`src/rtl/crc_802_11_mac_rx.sv`:
```
// -----------------------------------------------------------------------------
// crc_802_11_mac_rx
//
// Serial receive-side FCS checker for an 802.11-style MAC. A frame is a run of
// consecutive cycles with i_in_vld=1 carrying the payload followed by a 32-bit
// FCS (MSB of each byte first). The block runs a CRC-32 LFSR over the whole
// frame, forwards the payload through a 32-bit delay line so the trailing FCS
// is stripped, and reports the check result with a one-cycle o_done pulse.
//
// Parameters
//   CNT_W      width of the received-bit counter (must be >= 6)
//
// Ports
//   i_clk      clock; all state changes on the rising edge
//   i_rst_n    synchronous active-low reset
//   i_in_vld   frame valid, high for every bit of one frame
//   i_in       serial frame bit
//   o_out_vld  qualifies o_out
//   o_out      forwarded payload bit (FCS stripped), 33 valid cycles late
//   o_done     one-cycle end-of-frame pulse
//   o_fcs_ok   FCS good, valid while o_done=1, otherwise 0
//   o_len_err  frame shorter than 33 bits, valid while o_done=1, otherwise 0
//   o_bit_cnt  bits received in the current or last frame (saturating)
// -----------------------------------------------------------------------------
module crc_802_11_mac_rx #(
  parameter int CNT_W = 16
) (
  input  logic             i_clk,
  input  logic             i_rst_n,
  input  logic             i_in_vld,
  input  logic             i_in,
  output logic             o_out_vld,
  output logic             o_out,
  output logic             o_done,
  output logic             o_fcs_ok,
  output logic             o_len_err,
  output logic [CNT_W-1:0] o_bit_cnt
);

  localparam logic [31:0] CRC_POLY    = 32'h04C11DB7;
  localparam logic [31:0] CRC_SEED    = 32'hFFFF_FFFF;
  // Running the LFSR over payload followed by its complemented CRC always
  // leaves this constant behind, so no FCS extraction is needed.
  localparam logic [31:0] CRC_RESIDUE = 32'hC704_DD7B;

  localparam logic [CNT_W-1:0] CNT_ONE   = CNT_W'(1);
  localparam logic [CNT_W-1:0] CNT_MAX   = {CNT_W{1'b1}};
  // A frame needs at least one payload bit on top of the 32-bit FCS.
  localparam logic [CNT_W-1:0] MIN_LEN   = CNT_W'(33);
  // Once 32 bits are buffered, the oldest one is known to be payload.
  localparam logic [CNT_W-1:0] FWD_START = CNT_W'(32);

  typedef enum logic {
    ST_IDLE = 1'b0,
    ST_RECV = 1'b1
  } state_e;

  state_e           state_q;
  logic [31:0]      crc_q,  crc_d;
  logic [31:0]      dly_q;
  logic [CNT_W-1:0] cnt_q,  cnt_d;
  logic             out_vld_q, out_q;
  logic             done_q, fcs_ok_q, len_err_q;
  logic             fwd_d;
  logic             short_frame;

  // One MSB-first LFSR step of the non-reflected CRC-32.
  function automatic logic [31:0] crc_step(input logic [31:0] crc,
                                           input logic        din);
    logic fb;
    fb = crc[31] ^ din;
    return {crc[30:0], 1'b0} ^ (fb ? CRC_POLY : 32'h0);
  endfunction

  // Next-state values used whenever a valid bit is absorbed. In IDLE the
  // incoming bit is the first of a new frame, so the LFSR restarts from the
  // seed and the counter restarts at 1.
  always_comb begin
    // NOTE: every signal assigned here gets a value on every path first, so
    // no storage (latch) is inferred for combinational logic.
    crc_d = crc_step(crc_q, i_in);
    cnt_d = (cnt_q == CNT_MAX) ? cnt_q : cnt_q + CNT_ONE;
    if (state_q == ST_IDLE) begin
      crc_d = crc_step(CRC_SEED, i_in);
      cnt_d = CNT_ONE;
    end
  end

  // Forward the oldest buffered bit only while the frame is still running
  // and more than 32 bits will have arrived including this one. Whatever is
  // left in the delay line at frame end is the FCS and is dropped.
  assign fwd_d       = (state_q == ST_RECV) && i_in_vld && (cnt_q >= FWD_START);
  assign short_frame = (cnt_q < MIN_LEN);

  // NOTE: all sequential state uses non-blocking assignments so every
  // register samples pre-edge values regardless of statement order.
  always_ff @(posedge i_clk) begin
    if (!i_rst_n) begin
      // NOTE: the delay line is only 32 flops, not a RAM, so it is reset
      // along with everything else; a mid-frame reset aborts silently.
      state_q   <= ST_IDLE;
      crc_q     <= CRC_SEED;
      dly_q     <= '0;
      cnt_q     <= '0;
      out_vld_q <= 1'b0;
      out_q     <= 1'b0;
      done_q    <= 1'b0;
      fcs_ok_q  <= 1'b0;
      len_err_q <= 1'b0;
    end else begin
      // Status flags are pulses: cleared unless frame end sets them below.
      done_q    <= 1'b0;
      fcs_ok_q  <= 1'b0;
      len_err_q <= 1'b0;

      out_vld_q <= fwd_d;
      out_q     <= fwd_d ? dly_q[31] : 1'b0;

      if (i_in_vld) begin
        crc_q <= crc_d;
        cnt_q <= cnt_d;
        dly_q <= {dly_q[30:0], i_in};
      end

      unique case (state_q)
        ST_IDLE: begin
          // A valid bit here also covers the cycle o_done is high, so
          // back-to-back frames separated by one idle cycle are accepted.
          if (i_in_vld) state_q <= ST_RECV;
        end
        ST_RECV: begin
          // Any gap ends the frame; cnt_q and crc_q still describe it here.
          if (!i_in_vld) begin
            state_q   <= ST_IDLE;
            done_q    <= 1'b1;
            len_err_q <= short_frame;
            fcs_ok_q  <= (crc_q == CRC_RESIDUE) && !short_frame;
          end
        end
        default: state_q <= ST_IDLE;
      endcase
    end
  end

  assign o_out_vld = out_vld_q;
  assign o_out     = out_q;
  assign o_done    = done_q;
  assign o_fcs_ok  = fcs_ok_q;
  assign o_len_err = len_err_q;
  assign o_bit_cnt = cnt_q;

endmodule

```
`config.mk`:
```
export PLATFORM = sky130hd
export DESIGN_NAME = crc_802_11_mac_rx
export DESIGN_NICKNAME = d
export VERILOG_FILES = /design/src/rtl/crc_802_11_mac_rx.sv
export SDC_FILE = /design/constraint.sdc
export NUM_CORES = 1
export LEC_CHECK = 0
export ABC_AREA = 1
export CORE_ASPECT_RATIO = 0.6
export CORE_MARGIN = 3
export CORE_UTILIZATION = 40
export CTS_CLUSTER_DIAMETER = 100
export DETAILED_ROUTE_END_ITERATION = 16
export GPL_ROUTABILITY_DRIVEN = 0
export PLACE_DENSITY = 0.64
export SETUP_SLACK_MARGIN = 0.3
export SYNTH_ARGS = -nofsm -noshare
export SYNTH_HDL_FRONTEND = slang
export SYNTH_SLANG_ARGS = --single-unit
```
`constraint.sdc`:
```
create_clock -name i_clk -period 2.2 [get_ports i_clk]
set_input_delay 0.44 -clock i_clk [delete_from_list [all_inputs] [get_ports i_clk]]
set_output_delay 0.44 -clock i_clk [all_outputs]
set_load 0.02 [all_outputs]
```
==> metrics.txt, run 1 <==
DRT Pass-1 Iters=5; clk root buf=clkbuf_16; Routed Antenna Nets=0; Max VDD drop=around 0.42 mV; Slowest-stage cell, CP=clkdlybuf4s50_1; cell family with most CP delay=buffers and inverters; GRT Total Usage=0.1755; Nets=about 520; CTS tree=yes; Post-synth EDFFs=0; Final HPWL DP=roughly 6000 microns; starting density of the core=0.4229; fin area=~4400 sq um; Worst-path clk slew=approximately 0.060 ns; top post-synthesis cells by count=dfxtp_1, inv_1, nand2_1; TritonCTS Sinks=86; Post-Syn Nets=~500; Bufs and invs on worst path=1; Residual DRC=0; crit path time final=around 1.8 ns; post-synthesis sequential area ratio=0.4669; Max Clk Rate=roughly 550 MHz; Slew @ Worst Pin=about 0.48 ns; initial drt markers=about 300; max-slew violations=0; crit path kind=reg -> out; pwr/cell area=about 740 nW/um^2; Final TNS setup=0 ns; Slew HR=0.6823; CP max FO=6; cells along the critical path=clkdlybuf4s50_1; maxcap violations=0; cell with the most instances after synthesis=dfxtp_1; Via Count=3223; FFs w/ async S/R, synth=0; worst skew pair latency=~0.34 ns; ranking of synthesized cells by area=dfxtp_1, inv_1, nand2_1; antenna diode count=0; GRT overflow=0; Row Count=26; Synth area leader=dfxtp_1; path category of the worst min-delay check=reg -> reg; share of the synthesized area in the top cell type=0.4669; crit-path max cell delay=~0.64 ns; area grow syn2layout=19.17%; area of placed instances=4061 sq um; Worst Setup End Kind=output port; CP startpoint kind=flop; drt wl/cell=13.82 microns; TritonCTS Buffers=9; outcome=finished, final reports clean; required time of the critical path=around 1.8 ns; Clock Tree Buf Depth=2; Mean Syn Cell Area=approximately 7.7 sq um; WL final=8637 microns; Ys Warns=0; clk_skew=0.004793 ns; Die Ht=~80 microns; initial antenna violation count=0; io pins=25; vias in the first global route=between 2000 and 3000; layout cell share with drive strength beyond 1=0.1092; Vias/cell=between 5 and 6; port bufs=24; largest net degree at the start of global routing=45; die width=130.0 microns; Synth cell types=42; Mapped Area=approximately 3700 sq um; Core ar.=slightly below 9000 sq um; FF+latch count, synth=86; RSZ-0062 raised after global routing=no; H-Tree Depth=3; CP Data Arrival Time=roughly 1.4 ns; Final setup violation count=0; synthesized instance count=480; part of the cycle the worst path needs=0.8291; first-pass GRT wire length=around 15000 microns; Die Area=between 10000 and 15000 sq um; Final Hold Fails=0; Static Leakage=~2.0 nW; predominant post-synthesis flop cell=dfxtp_1
## cell type report
class	instances	area, sq um
fill	792	4324
clock buffer	11	252.7
clock inverter	4	22.52
inverter	85	320.3
tap	112	140.1
timing repair buffer	38	396.6
multi-input combinational	289	1540
sequential	86	1722
## cells by family after synthesis
family                   share of synthesized area
adder cells (fa/ha/maj)                   0.006785
flip-flops                                  0.4669
buffers and inverters                       0.1177
XOR/XNOR                                   0.01425
AO/OA/AOI/OAI                               0.1496
AND/OR/NAND/NOR                             0.2447
## registers in the layout (all words and copies together), names as in the netlist
signal and cells:
o_out_vld 1, o_done 1, o_len_err 1, o_fcs_ok 1, state_q 1, dly_q 32
o_out 1, o_bit_cnt 16, crc_q 32
## final timing paths
kind                               from                   endpoint  cells past startpoint  slack, ns
max          o_bit_cnt[12]$_SDFFE_PN0P_              o_bit_cnt[12]                      1       0.38
min              dly_q[31]$_SDFFE_PN0P_           o_out$_SDFF_PN0_                      2       0.46
max reg2reg   o_bit_cnt[1]$_SDFFE_PN0P_  o_bit_cnt[7]$_SDFFE_PN0P_                     11       0.58
min reg2reg      dly_q[31]$_SDFFE_PN0P_           o_out$_SDFF_PN0_                      2       0.46
## stage by stage
stage / total power [mW] / cells / utilization / hold WS, ns / setup slack [ns]
5_1_grt: 3.362 / 625 / 0.5040 / 0.4907 / 0.3082
3_3_place_gp: 1.867 / 607 / 0.4658 / 0.4408 / 0.2476
3_5_place_dp: 1.870 / 607 / 0.4658 / 0.4608 / 0.1862
6_report: 3.242 / 625 / 0.5040 / 0.4623 / 0.3760
2_1_floorplan: 1.796 / 480 / - / 0.4249 / 0.5914
4_1_cts: 3.273 / 622 / 0.4970 / 0.4688 / 0.3038
## layer usage
layer | global-route usage | share of wire | routed length, microns | vias to the layer above
li1 | - | - | - | 1625
met4 | 0.04979 | 0.0079 | 68 | 0
met3 | 0.04651 | 0.073 | 628 | 10
met1 | 0.2641 | 0.51 | 4442 | 1478
met2 | 0.2415 | 0.41 | 3498 | 110
met5 | 0 | 0 | 0 | -
## layout by cell type, fill, tap and decap left out, types with 2 or more instances in the layout
cell type,n
dlymetal6s2s_1,7
o22ai_1,32
nor3_1,7
clkbuf_16,9
inv_2,8
nand2_1,75
o21ai_0,15
nand4_1,7
a22oi_1,10
nor2_4,3
clkinv_2,4
o21ai_1,4
ha_1,2
nor2_1,50
inv_1,76
o2111ai_1,4
xor2_1,5
buf_12,3
dlygate4sd2_1,3
a21oi_1,11
dfxtp_1,86
o211ai_1,3
clkbuf_8,2
nand2_2,3
nand3_1,36
buf_4,11
a31oi_1,3
clkdlybuf4s50_1,14
a21oi_2,4
## report_power, final
| part | leakage (nW) | total (mW) | switching [mW] | internal (mW) |
|---|---|---|---|---|
| combinational | 1.12 | 0.223 | 0.143 | 0.0792 |
| clock | 0.137 | 1.40 | 0.588 | 0.813 |
| sequential | 0.699 | 1.62 | 0.0258 | 1.59 |
## what timing repair did
| item | CTS | global route |
|---|---|---|
| hold buffers | 0 | 0 |
| buffers inserted | 0 | 3 |
| endpoints found under the setup margin | 3 | 10 |
| gates resized for setup | 3 | 8 |
Note: power is estimated with default switching activity, not from simulation.
==> inputs of run 2 (changes only) <==
- PLACE_DENSITY: 0.64 -> 0.66
- clock period: 2.2 -> 1.5 ns (I/O delays scaled with it)
==> metrics.txt, run 2 (synthesized netlist as in run 1, its figures left out) <==
Static Leakage=2.200 nW (+12%); required time of the critical path=1.76 ns (about the same); sw power=1.169 mW (+54%); worst hold slack=0.4570 ns (-0.005268 ns); worst skew pair latency=0.33 ns (about the same); io pins=25 (unchanged); Layout Cells excl Fill=671 (+7.4%); Core ar.=8718 sq um (unchanged); hold path startpoint=dly_q[31]$_SDFFE_PN0P_; Residual DRC=0 (unchanged); Final TNS setup=0 ns (unchanged); Internal=3.944 mW (+59%); Clk network pwr share=0.454 (+0.022); initial drt markers=339 (+12%); port bufs=24 (unchanged); Die Area=10440 sq um (unchanged); die width=130.0 microns (unchanged); Die Ht=80.37 microns (unchanged); Placed Instances=630 (+3.8%); clk root buf=clkbuf_16; crit path time final=around 1.4 ns; TritonCTS Sinks=86 (unchanged); first-pass GRT wire length=15340 microns (+5.0%); Final setup violation count=0 (unchanged); GRT Total Usage=0.1866 (+0.01111); Via Count=3461 (+7.4%); H-Tree Depth=3 (unchanged); Power Total=5.112 mW (+58%); Setup crit end=o_bit_cnt[9]$_SDFFE_PN0P_; layout cell share with drive strength beyond 1=0.3292 (+0.2200); outcome=finished, final reports clean; path depth of the worst reg2reg path=8 (-3); CP max FO=4 (-2); GRT overflow=0 (unchanged); area grow syn2layout=37.05%; Slew HR=0.7017 (+0.01941); Final HPWL DP=6224 microns (+3.8%); CTS tree=yes; Gate power share=0.086 (+0.017); Slew @ Worst Pin=0.4457 ns (-0.02928 ns); antenna diode count=0 (unchanged); Seq pwr share=0.460 (-0.039); Sw Share=0.2286 (-0.005058); reg2reg setup slack=0.05 ns (-0.53 ns); Clock Tree Buf Depth=2 (unchanged); largest net degree at the start of global routing=45 (unchanged); TritonCTS Buffers=9 (unchanged); fin area=5054 sq um (+15%); Final Hold Fails=0 (unchanged); FF-to-FF End=o_bit_cnt[9]$_SDFFE_PN0P_; commonest non-fill, non-tap cell in the layout=inv_1; Final Core Density=0.5797 (+0.07563); max-slew violations=0 (unchanged); Worst-path clk slew=0.07 ns (about the same); vias in the first global route=3138 (+6.9%); clk_skew=0.01031 ns (+0.005513 ns); Crit. Startpoint=o_bit_cnt[0]$_SDFFE_PN0P_; Max VDD drop=0.6377 mV (+53%); initial antenna violation count=0 (unchanged); pwr/cell area=1012 nW/um^2 (+37%); DRT Pass-1 Iters=5 (unchanged); CP Data Arrival Time=1.70 ns (+0.32 ns); Setup Slack @ Placement=-0.1286 ns (-0.3148 ns); maxcap violations=0 (unchanged); Max Clk Rate=691.7 MHz; starting density of the core=0.4229 (unchanged); Nets=560 (+8.7%); crit path kind=reg -> reg; Routed Antenna Nets=0 (unchanged); path category of the worst min-delay check=reg -> reg; part of the cycle the worst path needs=0.9638; worst r2r src=o_bit_cnt[0]$_SDFFE_PN0P_; area of placed instances=4327 sq um (+6.5%); Final WS setup=0.05432 ns (-0.3217 ns); drt wl/cell=14.46 microns (+4.6%); RSZ-0062 raised after global routing=yes; Worst Setup End Kind=flop; Vias/cell=5.158 (about the same); CP startpoint kind=flop; WL final=9703 microns (+12%); Row Count=26 (unchanged); most frequent cells in the layout=inv_1, dfxtp_1, nand2_1
[run 2: how the worst min path moves through the flow]
stage / to / slack [ns] / cells after the start
final: o_out$_SDFF_PN0_ / 0.46 / 2
after global routing: dly_q[5]$_SDFFE_PN0P_ / 0.49 / 2
after CTS: o_out$_SDFF_PN0_ / 0.46 / 2
after detailed placement: o_out$_SDFF_PN0_ / 0.44 / 2
after global placement: o_out$_SDFF_PN0_ / 0.45 / 2
after floorplan: o_out$_SDFF_PN0_ / 0.42 / 2
[run 2: routing by layer]
metal	vias up	share of wire	GRT usage
li1	1721	-	-
met1	1601	0.49	0.2703
met2	127	0.43	0.2765
met3	12	0.068	0.04917
met4	0	0.010	0.04149
met5	-	0	0
[run 2: final cells by class]
class / count / area [sq um]
clock inverter: 4 / 52.55
multi-input combinational: 289 / 1738
clock buffer: 12 / 267.8
inverter: 85 / 334.1
sequential: 86 / 1783
fill: 760 / 3665
timing repair buffer: 83 / 738.2
tap: 112 / 140.1
[run 2: repair_timing]
action / 4_1_cts / 5_1_grt
hold buffers: 0 / 0
pin swaps: 12 / 14
endpoints found under the setup margin: 71 / 45
cloned: 1 / 1
setup buffers: 7 / 16
gates resized for setup: 123 / 62
[run 2: worst max-delay path, stage by stage (launching register included)]
cell	delay (ns)
dfxtp_4	0.38
buf_4	0.13
nand3_2	0.09
inv_1	0.11
nand2_2	0.10
buf_4	0.15
o21bai_1	0.12
nand3_1	0.13
o21ai_1	0.15
[run 2: power groups by stage]
stage	registers [mW]	clock network [mW]	logic, mW
final	2.35	2.32	0.439
after global routing	2.36	2.48	0.478
after CTS	2.37	2.36	0.392
after detailed placement	2.42	0	0.362
after global placement	2.42	0	0.355
after floorplan	2.42	0	0.215
